File: src/rtl/sipo_pkg.sv
// Shared definitions for the serial-to-parallel deserializer.
package sipo_pkg;

    // One-hot FSM encoding
    typedef enum logic [2:0] {
        S_IDLE  = 3'b001,
        S_SHIFT = 3'b010,
        S_STALL = 3'b100
    } state_t;

    localparam int WIDTH_DEF   = 8;
    localparam int DEPTH_DEF   = 4;
    localparam int TIMEOUT_DEF = 16;

endpackage

File: src/rtl/sipo_if.sv
// Serial bit input plus parallel word output of the deserializer.
interface sipo_if
    import sipo_pkg::*;
#(
    parameter int WIDTH = WIDTH_DEF,
    parameter int DEPTH = DEPTH_DEF
);
    logic                     data_i;
    logic                     valid_i;
    logic                     ready_o;
    logic [WIDTH-1:0]         pdata_o;
    logic                     pvalid_o;
    logic                     pready_i;
    logic                     frame_err_o;
    logic [$clog2(DEPTH):0]   level_o;

    // Deserializer side
    modport slave (
        input  data_i, valid_i, pready_i,
        output ready_o, pdata_o, pvalid_o, frame_err_o, level_o
    );

    // Serializer / consumer side
    modport master (
        output data_i, valid_i, pready_i,
        input  ready_o, pdata_o, pvalid_o, frame_err_o, level_o
    );
endinterface

File: src/rtl/sipo_sync_fifo.sv
// Small synchronous FIFO; head entry is read straight from the storage
// registers so it stays stable until popped.
module sync_fifo
    import sipo_pkg::*;
#(
    parameter int WIDTH = WIDTH_DEF,
    parameter int DEPTH = DEPTH_DEF
) (
    input  logic                     clk,
    input  logic                     rst,
    input  logic                     push,
    input  logic [WIDTH-1:0]         wdata,
    input  logic                     pop,
    output logic [WIDTH-1:0]         rdata,
    output logic                     full,
    output logic                     empty,
    output logic [$clog2(DEPTH):0]   level
);
    localparam int AW = $clog2(DEPTH);

    logic [WIDTH-1:0] mem [DEPTH];
    logic [AW:0]      wr_ptr;
    logic [AW:0]      rd_ptr;
    logic             do_push;
    logic             do_pop;

    // Extra pointer bit distinguishes full from empty
    assign level   = wr_ptr - rd_ptr;
    assign full    = (level == (AW+1)'(DEPTH));
    assign empty   = (level == '0);
    assign do_pop  = pop && !empty;
    assign do_push = push && (!full || do_pop);
    assign rdata   = mem[rd_ptr[AW-1:0]];

    // Storage and pointer update
    always_ff @(posedge clk) begin
        if (rst) begin
            wr_ptr <= '0;
            rd_ptr <= '0;
            for (int i = 0; i < DEPTH; i++) begin
                mem[i] <= '0;
            end
        end else begin
            if (do_push) begin
                mem[wr_ptr[AW-1:0]] <= wdata;
                wr_ptr              <= wr_ptr + 1'b1;
            end
            if (do_pop) begin
                rd_ptr <= rd_ptr + 1'b1;
            end
        end
    end
endmodule

File: src/rtl/sipo.sv
// Serial-in/parallel-out deserializer: assembles MSB-first bits into words,
// buffers them in a FIFO and discards partial words after a silence timeout.
module sipo
    import sipo_pkg::*;
#(
    parameter int WIDTH   = WIDTH_DEF,
    parameter int DEPTH   = DEPTH_DEF,
    parameter int TIMEOUT = TIMEOUT_DEF
) (
    input  logic  sclk_i,
    input  logic  rst_i,
    sipo_if.slave bus
);
    localparam int SRW = WIDTH - 1;
    localparam int CW  = $clog2(WIDTH + 1);
    localparam int IW  = $clog2(TIMEOUT + 1);

    state_t                 state;
    logic [SRW-1:0]         sr;
    logic [CW-1:0]          cnt;
    logic [IW-1:0]          idle;
    logic [WIDTH-1:0]       hold;
    logic                   frame_err;

    logic                   push;
    logic [WIDTH-1:0]       wdata;
    logic [WIDTH-1:0]       word;
    logic [WIDTH-1:0]       rdata;
    logic                   full;
    logic                   empty;
    logic [$clog2(DEPTH):0] level;
    logic                   pop;
    logic                   can_push;
    logic                   last_bit;

    // A full FIFO still has room for a word when the head leaves this edge
    assign pop      = bus.pready_i && !empty;
    assign can_push = !full || pop;
    assign word     = {sr, bus.data_i};
    assign last_bit = (cnt == CW'(WIDTH - 1));

    // Select what (if anything) enters the FIFO this edge
    always_comb begin
        push  = 1'b0;
        wdata = word;
        unique case (state)
            S_SHIFT: push = bus.valid_i && last_bit && can_push;
            S_STALL: begin
                push  = can_push;
                wdata = hold;
            end
            default: ;
        endcase
    end

    // FSM with shift register, bit counter, idle counter and hold register
    always_ff @(posedge sclk_i) begin
        if (rst_i) begin
            state     <= S_IDLE;
            sr        <= '0;
            cnt       <= '0;
            idle      <= '0;
            hold      <= '0;
            frame_err <= 1'b0;
        end else begin
            frame_err <= 1'b0;
            unique case (state)
                S_IDLE: begin
                    if (bus.valid_i) begin
                        sr    <= SRW'(bus.data_i);
                        cnt   <= CW'(1);
                        idle  <= '0;
                        state <= S_SHIFT;
                    end
                end
                S_SHIFT: begin
                    if (bus.valid_i) begin
                        idle <= '0;
                        if (last_bit) begin
                            cnt <= '0;
                            if (can_push) begin
                                state <= S_IDLE;
                            end else begin
                                hold  <= word;
                                state <= S_STALL;
                            end
                        end else begin
                            sr  <= word[SRW-1:0];
                            cnt <= cnt + 1'b1;
                        end
                    end else if (idle == IW'(TIMEOUT - 1)) begin
                        idle      <= '0;
                        cnt       <= '0;
                        frame_err <= 1'b1;
                        state     <= S_IDLE;
                    end else begin
                        idle <= idle + 1'b1;
                    end
                end
                S_STALL: begin
                    if (can_push) begin
                        state <= S_IDLE;
                    end
                end
                default: state <= S_IDLE;
            endcase
        end
    end

    sync_fifo #(
        .WIDTH (WIDTH),
        .DEPTH (DEPTH)
    ) u_fifo (
        .clk   (sclk_i),
        .rst   (rst_i),
        .push  (push),
        .wdata (wdata),
        .pop   (pop),
        .rdata (rdata),
        .full  (full),
        .empty (empty),
        .level (level)
    );

    assign bus.ready_o     = (state != S_STALL);
    assign bus.pvalid_o    = !empty;
    assign bus.pdata_o     = rdata;
    assign bus.level_o     = level;
    assign bus.frame_err_o = frame_err;
endmodule

File: src/flat_wrapper.sv
// flat-port wrapper written by rule: the top's interface ports become plain ports
module sipo_flat import sipo_pkg::*;
#(
    parameter int WIDTH   = WIDTH_DEF,
    parameter int DEPTH   = DEPTH_DEF,
    parameter int TIMEOUT = TIMEOUT_DEF
)
  (sclk_i, rst_i, bus_data_i, bus_valid_i, bus_pready_i, bus_ready_o, bus_pdata_o, bus_pvalid_o, bus_frame_err_o, bus_level_o);
  sipo_if #(.WIDTH(WIDTH), .DEPTH(DEPTH)) bus_i ();
  input  logic sclk_i;
  input  logic rst_i;
  input wire logic [$bits(bus_i.data_i)-1:0] bus_data_i;
  input wire logic [$bits(bus_i.valid_i)-1:0] bus_valid_i;
  input wire logic [$bits(bus_i.pready_i)-1:0] bus_pready_i;
  output wire logic [$bits(bus_i.ready_o)-1:0] bus_ready_o;
  output wire logic [$bits(bus_i.pdata_o)-1:0] bus_pdata_o;
  output wire logic [$bits(bus_i.pvalid_o)-1:0] bus_pvalid_o;
  output wire logic [$bits(bus_i.frame_err_o)-1:0] bus_frame_err_o;
  output wire logic [$bits(bus_i.level_o)-1:0] bus_level_o;
  assign bus_i.data_i = bus_data_i;
  assign bus_i.valid_i = bus_valid_i;
  assign bus_i.pready_i = bus_pready_i;
  assign bus_ready_o = bus_i.ready_o;
  assign bus_pdata_o = bus_i.pdata_o;
  assign bus_pvalid_o = bus_i.pvalid_o;
  assign bus_frame_err_o = bus_i.frame_err_o;
  assign bus_level_o = bus_i.level_o;
  sipo #(.WIDTH(WIDTH), .DEPTH(DEPTH), .TIMEOUT(TIMEOUT)) u_core (.sclk_i(sclk_i), .rst_i(rst_i), .bus(bus_i));
endmodule
File: config.mk
export PLATFORM = sky130hd
export DESIGN_NAME = sipo_flat
export DESIGN_NICKNAME = d
export VERILOG_FILES = /design/src/rtl/sipo_pkg.sv /design/src/rtl/sipo_if.sv /design/src/rtl/sipo_sync_fifo.sv /design/src/rtl/sipo.sv /design/src/flat_wrapper.sv
export SDC_FILE = /design/constraint.sdc
export NUM_CORES = 1
export LEC_CHECK = 0
export BUFFER_PORTS_ARGS = -buffer_cell sky130_fd_sc_hd__buf_2
export CORE_MARGIN = 2
export CORE_UTILIZATION = 40
export CTS_CLUSTER_SIZE = 28
export DETAILED_ROUTE_END_ITERATION = 8
export PLACE_DENSITY = 0.68
export SLEW_MARGIN = 20
export SYNTH_ARGS = -nofsm -noshare
export SYNTH_HDL_FRONTEND = slang
export SYNTH_SLANG_ARGS = --single-unit
File: constraint.sdc
create_clock -name sclk_i -period 9 [get_ports sclk_i]
set_clock_uncertainty 0.1 [all_clocks]
set_input_delay 1.35 -clock sclk_i [delete_from_list [all_inputs] [get_ports sclk_i]]
set_output_delay 1.35 -clock sclk_i [all_outputs]
set_load 0.02 [all_outputs]
==> flow_metrics.py, run 1 <==
metrics = {
    "run_status": {
        "run_status": "complete, no violations",
    },
    "cts": {
        "clock-sinks": 68,
        "ctsHtreeMaxLevel": 3,
        "tritoncts": "yes",
        "post_cts.resized_instances": 0,
        "numCtsBuffers": 9,
        "cts_root_buf": "sky130_fd_sc_hd__clkbuf_8",
        "number_of_hold_buffers_added_after_cts": 0,
        "clockBufferDepth": 2,
        "postCtsSetupRepairBufs": 0,
        "clock_pin_slew_on_the_worst_setup_and_hold_paths_ps": 70,
        "clock_network_latency_to_the_later_pin_of_the_worst_skew_pair_ps": 350,
    },
    "hold_path": {
        "hold_start": "u_core.idle[4]",
        "min_delay_worst_endpoint": "u_core.idle[4]",
        "hold_depth": 1,
        "min_path_type": "flop to flop",
    },
    "timing": {
        "max_frequency_mhz": 285,
        "holdWs_ps": 363,
        "maxSlewHeadroom": 0.340,
        "final.min_clock_period_ps": 3510,
        "drv_slew": 0,
        "rsz0062_at_grt": "no",
        "tightestPinTransition_ps": 977,
        "period_share": 0.390,
        "setup_total_negative_slack_ps": 0,
        "setup_viol_count_final": 0,
        "finalHoldViolCount": 0,
    },
    "power_and_ir_drop": {
        "switching_power_of_the_nets_mw": 0.141,
        "power.combinational.fraction": 0.042,
        "p_int_mw": 0.439,
        "power.sequential.fraction": 0.576,
        "power.leakage_nw": 1.26,
        "ir_drop_mv": 0.0890,
        "power-per-cell-area_nw_per_um2": 172,
        "swShare": 0.243,
        "power.clock.fraction": 0.382,
    },
    "grt": {
        "antenna_found_initial": 0,
        "first_global_vias": 1945,
        "grt_usage": 0.146,
        "grt.overflow.total": 0,
        "wire_length_of_the_first_global_routing_pass_um": 9360,
        "grt_max_degree": 28,
    },
    "floorplan": {
        "row_count": 31,
        "top_level_ports": 19,
        "fp.dieW_um": 90.8,
        "die_area_sq_um": 8250,
        "floorplan.initialDensity": 0.414,
        "fp.dieH_um": 90.8,
        "coreArea_sq_um": 7290,
    },
    "final_layout": {
        "design.final.nets": 297,
        "layout_commonest_cell": "sky130_fd_sc_hd__nor2_1",
        "fin_area_sq_um": 3370,
        "antennaDiodeCount": 0,
        "area_growth_pct": 11.9,
        "post_route_cells_drive_above_1_share": 0.168,
        "mostFrequentLayoutCells": "sky130_fd_sc_hd__nor2_1 (51), sky130_fd_sc_hd__dfxtp_1 (36), sky130_fd_sc_hd__edfxtp_1 (32), sky130_fd_sc_hd__mux2i_1 (18), sky130_fd_sc_hd__buf_2 (18)",
    },
    "synth": {
        "ys.warnings.count": 0,
        "number_of_synthesized_flops_with_an_enable_pin": 32,
        "post_synth_instance_area_sq_um": 3020,
        "yosysSeqAreaShare": 0.558,
        "netlist_instances": 266,
        "mappedNetlistNets": 277,
        "synth_top_flop_cell": "sky130_fd_sc_hd__dfxtp_1",
        "yosys_cell_types": 50,
        "synth-seq-cells": 68,
        "ys_async_sr_fraction": 0,
        "syn_area_per_cell_sq_um": 11.3,
    },
    "routing": {
        "drt_wl_total_um": 5640,
        "ant_nets": 0,
        "drt-pass1-iter-count": 5,
        "detail_route.iter0.violations": 146,
        "avgRoutedWirePerCell_um": 14.5,
        "viasPerCell": 5.26,
        "dr_total_vias": 2052,
        "post-route-drc-count": 0,
    },
    "setup_path": {
        "worst-r2r-setup-slack_ps": 5910,
        "timing.setup.critical_path_class": "flop to primary output",
        "path_buf_inv": 3,
        "cp_cell_sequence": "inv_1 > ha_1 > fa_1 > xnor3_2 > inv_1 > buf_2",
        "crit_path_launch_type": "flop",
        "reg2reg_depth": 7,
        "crit_fanout": 5,
        "worstReg2RegStart": "u_core.u_fifo.wr_ptr[0]",
        "cp.arrival_ps": 2060,
        "crit_slowest_cell": "sky130_fd_sc_hd__dfxtp_1",
        "worstSetupEndpointType": "primary output",
        "timing.rr.end": "u_core.u_fifo.mem[1][1]",
        "cp_common_cell": "sky130_fd_sc_hd__inv_1",
        "critical-path-top-delay-family": "adder cells",
        "worst_ep_required_time_ps": 7550,
        "worst_path_largest_cell_delay_ps": 410,
    },
    "placed_design": {
        "dp_hpwl_um": 3940,
        "finalWeightedCongestion": 0.795,
        "post_dp_cell_area_sq_um": 3200,
        "io_buffer_count": 18,
    },
    "flow_run": {
        "maxCapViolCount": 0,
    },
}
-- how the worst max path moves through the flow --
| stage | start | end | slack, ps | depth (start not counted) |
|---|---|---|---|---|
| after floorplan | bus_valid_i | u_core.u_fifo.mem[3][0] | 5590 | 4 |
| after global placement | bus_valid_i | u_core.u_fifo.mem[3][3] | 5460 | 5 |
| after detailed placement | bus_valid_i | u_core.u_fifo.mem[3][2] | 5390 | 5 |
| after CTS | u_core.u_fifo.wr_ptr[0] | bus_level_o[2] | 5480 | 6 |
| after global routing | u_core.u_fifo.wr_ptr[0] | bus_level_o[2] | 5410 | 6 |
| final | u_core.u_fifo.wr_ptr[0] | bus_level_o[2] | 5490 | 6 |
-- metrics by stage --
step	power, mW	std cells	utilization	setup slack [ps]
global route	0.600	390	0.463	5410
CTS	0.584	390	0.463	5480
global placement	0.365	374	0.439	5460
detailed placement	0.366	374	0.439	5390
floorplan	0.358	266	-	5590
finish	0.580	390	0.463	5490
-- flip-flops by register name (all words and copies together) (netlist names), named ones only --
| name | cells |
|---|---|
| u_core.u_fifo.rd_ptr | 3 |
| u_core.state | 3 |
| u_core.sr | 7 |
| u_core.cnt | 4 |
| u_core.u_fifo.mem | 32 |
| u_core.hold | 8 |
| u_core.idle | 5 |
| u_core.bus.frame_err_o | 1 |
| u_core.u_fifo.wr_ptr | 3 |
-- routing by layer --
layer	GRT usage	vias to the layer above	part of all wire
li1	-	1013	-
met1	0.179	996	0.47
met2	0.242	35	0.47
met3	0.0484	8	0.040
met4	0.0492	0	0.016
met5	0	-	0
-- power by group through the flow --
stage / registers, mW / logic (mW) / clock network, mW
final: 0.334 / 0.0245 / 0.221
after global routing: 0.335 / 0.0272 / 0.238
after CTS: 0.334 / 0.0249 / 0.225
after detailed placement: 0.341 / 0.0248 / 0
after global placement: 0.340 / 0.0244 / 0
after floorplan: 0.339 / 0.0191 / 0
-- cell families after synthesis --
logic type	synth area share
simple gates	0.171
flops	0.558
compound gates	0.0780
mux	0.120
buf+inv	0.0266
fa+ha+maj	0.0274
xor+xnor	0.0195
-- cell type report --
cell class | instances | area (sq um)
Sequential cell | 68 | 1680
Tap cell | 99 | 124
Clock inverter | 7 | 51.3
Fill cell | 714 | 3920
Multi-Input combinational cell | 177 | 1250
Clock buffer | 9 | 124
Inverter | 11 | 41.3
Timing Repair Buffer | 19 | 97.6
-- cells in the mapped netlist (all sizes together), types with 6 or more instances --
library cell / n / area share
a21oi: 8 / 0.013
clkbuf: 8 / 0.010
dfxtp: 36 / 0.24
edfxtp: 32 / 0.32
inv: 10 / 0.012
mux2i: 18 / 0.060
mux4: 8 / 0.060
nand2: 15 / 0.019
nand3: 9 / 0.015
nor2: 51 / 0.063
nor3: 8 / 0.013
o21ai: 6 / 0.011
(Power assumes the default switching activity.)
==> run 2: changes to the inputs <==
--- a/config.mk
+++ b/config.mk
@@ -10,7 +10,7 @@
 export CORE_UTILIZATION = 40
 export CTS_CLUSTER_SIZE = 28
 export DETAILED_ROUTE_END_ITERATION = 8
-export PLACE_DENSITY = 0.68
+export PLACE_DENSITY = 0.71
 export SLEW_MARGIN = 20
 export SYNTH_ARGS = -nofsm -noshare
 export SYNTH_HDL_FRONTEND = slang
==> constraint.sdc (replaced) <==
create_clock -name sclk_i -period 3.07 [get_ports sclk_i]
set_clock_uncertainty 0.1 [all_clocks]
set_input_delay 0.4605 -clock sclk_i [delete_from_list [all_inputs] [get_ports sclk_i]]
set_output_delay 0.4605 -clock sclk_i [all_outputs]
set_load 0.02 [all_outputs]
==> run 2 against run 1 <==
Combinational power grew to 3.0 times the previous value. Non-clock buffer count grew 6. Design area grew 2.9%. Worst setup slack lost 5100 ps. Global-route usage is essentially flat. Core utilization grew 1.4 points. Register-to-register slack lost 5500 ps.
==> flow_metrics.py, run 2 (same netlist as run 1, synthesis figures left out) <==
metrics = {
    "run_status": {
        "run_status": "complete, no violations",
    },
    "setup_path": {
        "crit_slowest_cell": "sky130_fd_sc_hd__fa_1",
        "worst_path_largest_cell_delay_ps": 500,
        "worstReg2RegStart": "u_core.u_fifo.wr_ptr[0]",
        "crit_fanout": 9,
        "worst_ep_required_time_ps": 3000,
        "cp.arrival_ps": 2590,
        "timing.setup.critical_path_class": "flop to flop",
        "cp_cell_sequence": "inv_1 > ha_1 > fa_1 > nand3b_1 > nand2b_1 > nand3_1 > nand2_1",
        "worst-r2r-setup-slack_ps": 420,
        "crit_path_launch_type": "flop",
        "worstSetupEndpointType": "flop",
        "reg2reg_depth": 7,
        "timing.rr.end": "u_core.u_fifo.mem[0][2]",
    },
    "floorplan": {
        "top_level_ports": 19,
        "fp.dieH_um": 90.8,
        "die_area_sq_um": 8250,
        "fp.dieW_um": 90.8,
        "coreArea_sq_um": 7290,
        "floorplan.initialDensity": 0.414,
        "row_count": 31,
    },
    "routing": {
        "viasPerCell": 5.22,
        "avgRoutedWirePerCell_um": 13.9,
        "post-route-drc-count": 0,
        "drt-pass1-iter-count": 6,
        "detail_route.iter0.violations": 104,
        "ant_nets": 0,
        "drt_wl_total_um": 5520,
        "dr_total_vias": 2069,
    },
    "cts": {
        "clock_pin_slew_on_the_worst_setup_and_hold_paths_ps": 80,
        "clock-sinks": 68,
        "clockBufferDepth": 2,
        "ctsHtreeMaxLevel": 3,
        "tritoncts": "yes",
        "postCtsSetupRepairBufs": 0,
        "number_of_hold_buffers_added_after_cts": 0,
        "post_cts.resized_instances": 0,
        "numCtsBuffers": 9,
        "cts_root_buf": "sky130_fd_sc_hd__clkbuf_8",
        "clock_network_latency_to_the_later_pin_of_the_worst_skew_pair_ps": 350,
    },
    "timing": {
        "setup_viol_count_final": 0,
        "holdWs_ps": 283,
        "max_frequency_mhz": 377,
        "drv_slew": 0,
        "tightestPinTransition_ps": 847,
        "setup_total_negative_slack_ps": 0,
        "maxSlewHeadroom": 0.428,
        "period_share": 0.865,
        "finalHoldViolCount": 0,
        "final.min_clock_period_ps": 2650,
        "rsz0062_at_grt": "no",
    },
    "grt": {
        "grt_usage": 0.145,
        "globalRouteMet1Util": 0.189,
        "grt.overflow.total": 0,
        "first_global_vias": 1936,
        "wire_length_of_the_first_global_routing_pass_um": 9360,
        "grt_max_degree": 27,
        "antenna_found_initial": 0,
        "global_route.peak_usage_layer": "met2",
        "groute.layer.met3.usage": 0.0518,
        "grtUsageMet2": 0.217,
    },
    "final_layout": {
        "largest_register": "u_core.u_fifo.mem",
        "num-fill-cells": 664,
        "area_growth_pct": 15.1,
        "largest_registers": "u_core.u_fifo.mem (32), u_core.hold (8), u_core.sr (7)",
        "finalCoreUtilization": 0.476,
        "post_route_cells_drive_above_1_share": 0.185,
        "mostFrequentLayoutCells": "sky130_fd_sc_hd__nor2_1 (51), sky130_fd_sc_hd__dfxtp_1 (36), sky130_fd_sc_hd__edfxtp_1 (32), sky130_fd_sc_hd__mux2i_1 (18), sky130_fd_sc_hd__buf_2 (18)",
        "antennaDiodeCount": 0,
        "layout_commonest_cell": "sky130_fd_sc_hd__nor2_1",
        "design.final.nets": 303,
        "stdcell_count": 396,
        "flip_flop_count_of_the_largest_register_all_copies_and_words_added": 32,
    },
    "placed_design": {
        "io_buffer_count": 18,
        "dp_hpwl_um": 3920,
        "finalWeightedCongestion": 0.761,
        "placed_cells": 380,
    },
    "hold_path": {
        "min_path_type": "input pin to flop",
        "hold_depth": 3,
        "min_delay_worst_endpoint": "u_core.hold[0]",
        "hold_start": "bus_data_i",
    },
    "power_and_ir_drop": {
        "power_mw": 1.90,
        "power.leakage_nw": 1.31,
        "power-per-cell-area_nw_per_um2": 546,
        "ir_drop_mv": 0.207,
    },
    "flow_run": {
        "maxCapViolCount": 0,
    },
}
==> run 2: final cells by class <==
class,count,area [sq um],area share
tap,99,124,0.0357
clock buffer,9,124,0.0357
timing repair buffer,25,143,0.0411
clock inverter,7,105,0.0303
inverter,11,41.3,0.0119
sequential,68,1680,0.484
multi-input combinational,177,1250,0.361
==> run 2: worst max-delay path: cells and delay by family (launching register included) <==
| family | cells | cell delay [ps] |
|---|---|---|
| buf+inv | 1 | 110 |
| simple gates | 4 | 1000 |
| flops | 1 | 400 |
| fa+ha+maj | 2 | 720 |
==> run 2: where the power goes <==
group | internal, mW | switching [mW] | leakage (nW)
Sequential | 0.966 | 0.0129 | 0.619
Combinational | 0.0274 | 0.0464 | 0.581
Clock | 0.471 | 0.373 | 0.113
Total | 1.46 | 0.432 | 1.31
==> run 2: worst max path at each step <==
stage,startpoint,to,slack [ps],depth (start not counted)
2_1_floorplan,u_core.u_fifo.wr_ptr[0],u_core.u_fifo.mem[3][0],170,6
3_3_place_gp,u_core.u_fifo.wr_ptr[0],u_core.u_fifo.mem[0][1],510,7
3_5_place_dp,u_core.u_fifo.wr_ptr[0],u_core.u_fifo.mem[0][1],450,7
4_1_cts,u_core.u_fifo.wr_ptr[0],u_core.u_fifo.mem[0][2],420,7
5_1_grt,u_core.u_fifo.wr_ptr[0],u_core.u_fifo.mem[1][2],230,7
6_report,u_core.u_fifo.wr_ptr[0],u_core.u_fifo.mem[0][2],420,7
==> run 2: stage by stage <==
step	cell area [sq um]	worst slack (ps)
2_1_floorplan	3020	167
3_3_place_gp	3240	512
3_5_place_dp	3240	449
4_1_cts	3470	424
5_1_grt	3470	233
6_report	3470	416
==> run 2: per-layer routing <==
| layer | vias to the layer above | part of all wire |
|---|---|---|
| met2 | 37 | 0.45 |
| met5 | - | 0 |
| met1 | 991 | 0.48 |
| li1 | 1027 | - |
| met3 | 14 | 0.044 |
| met4 | 0 | 0.025 |
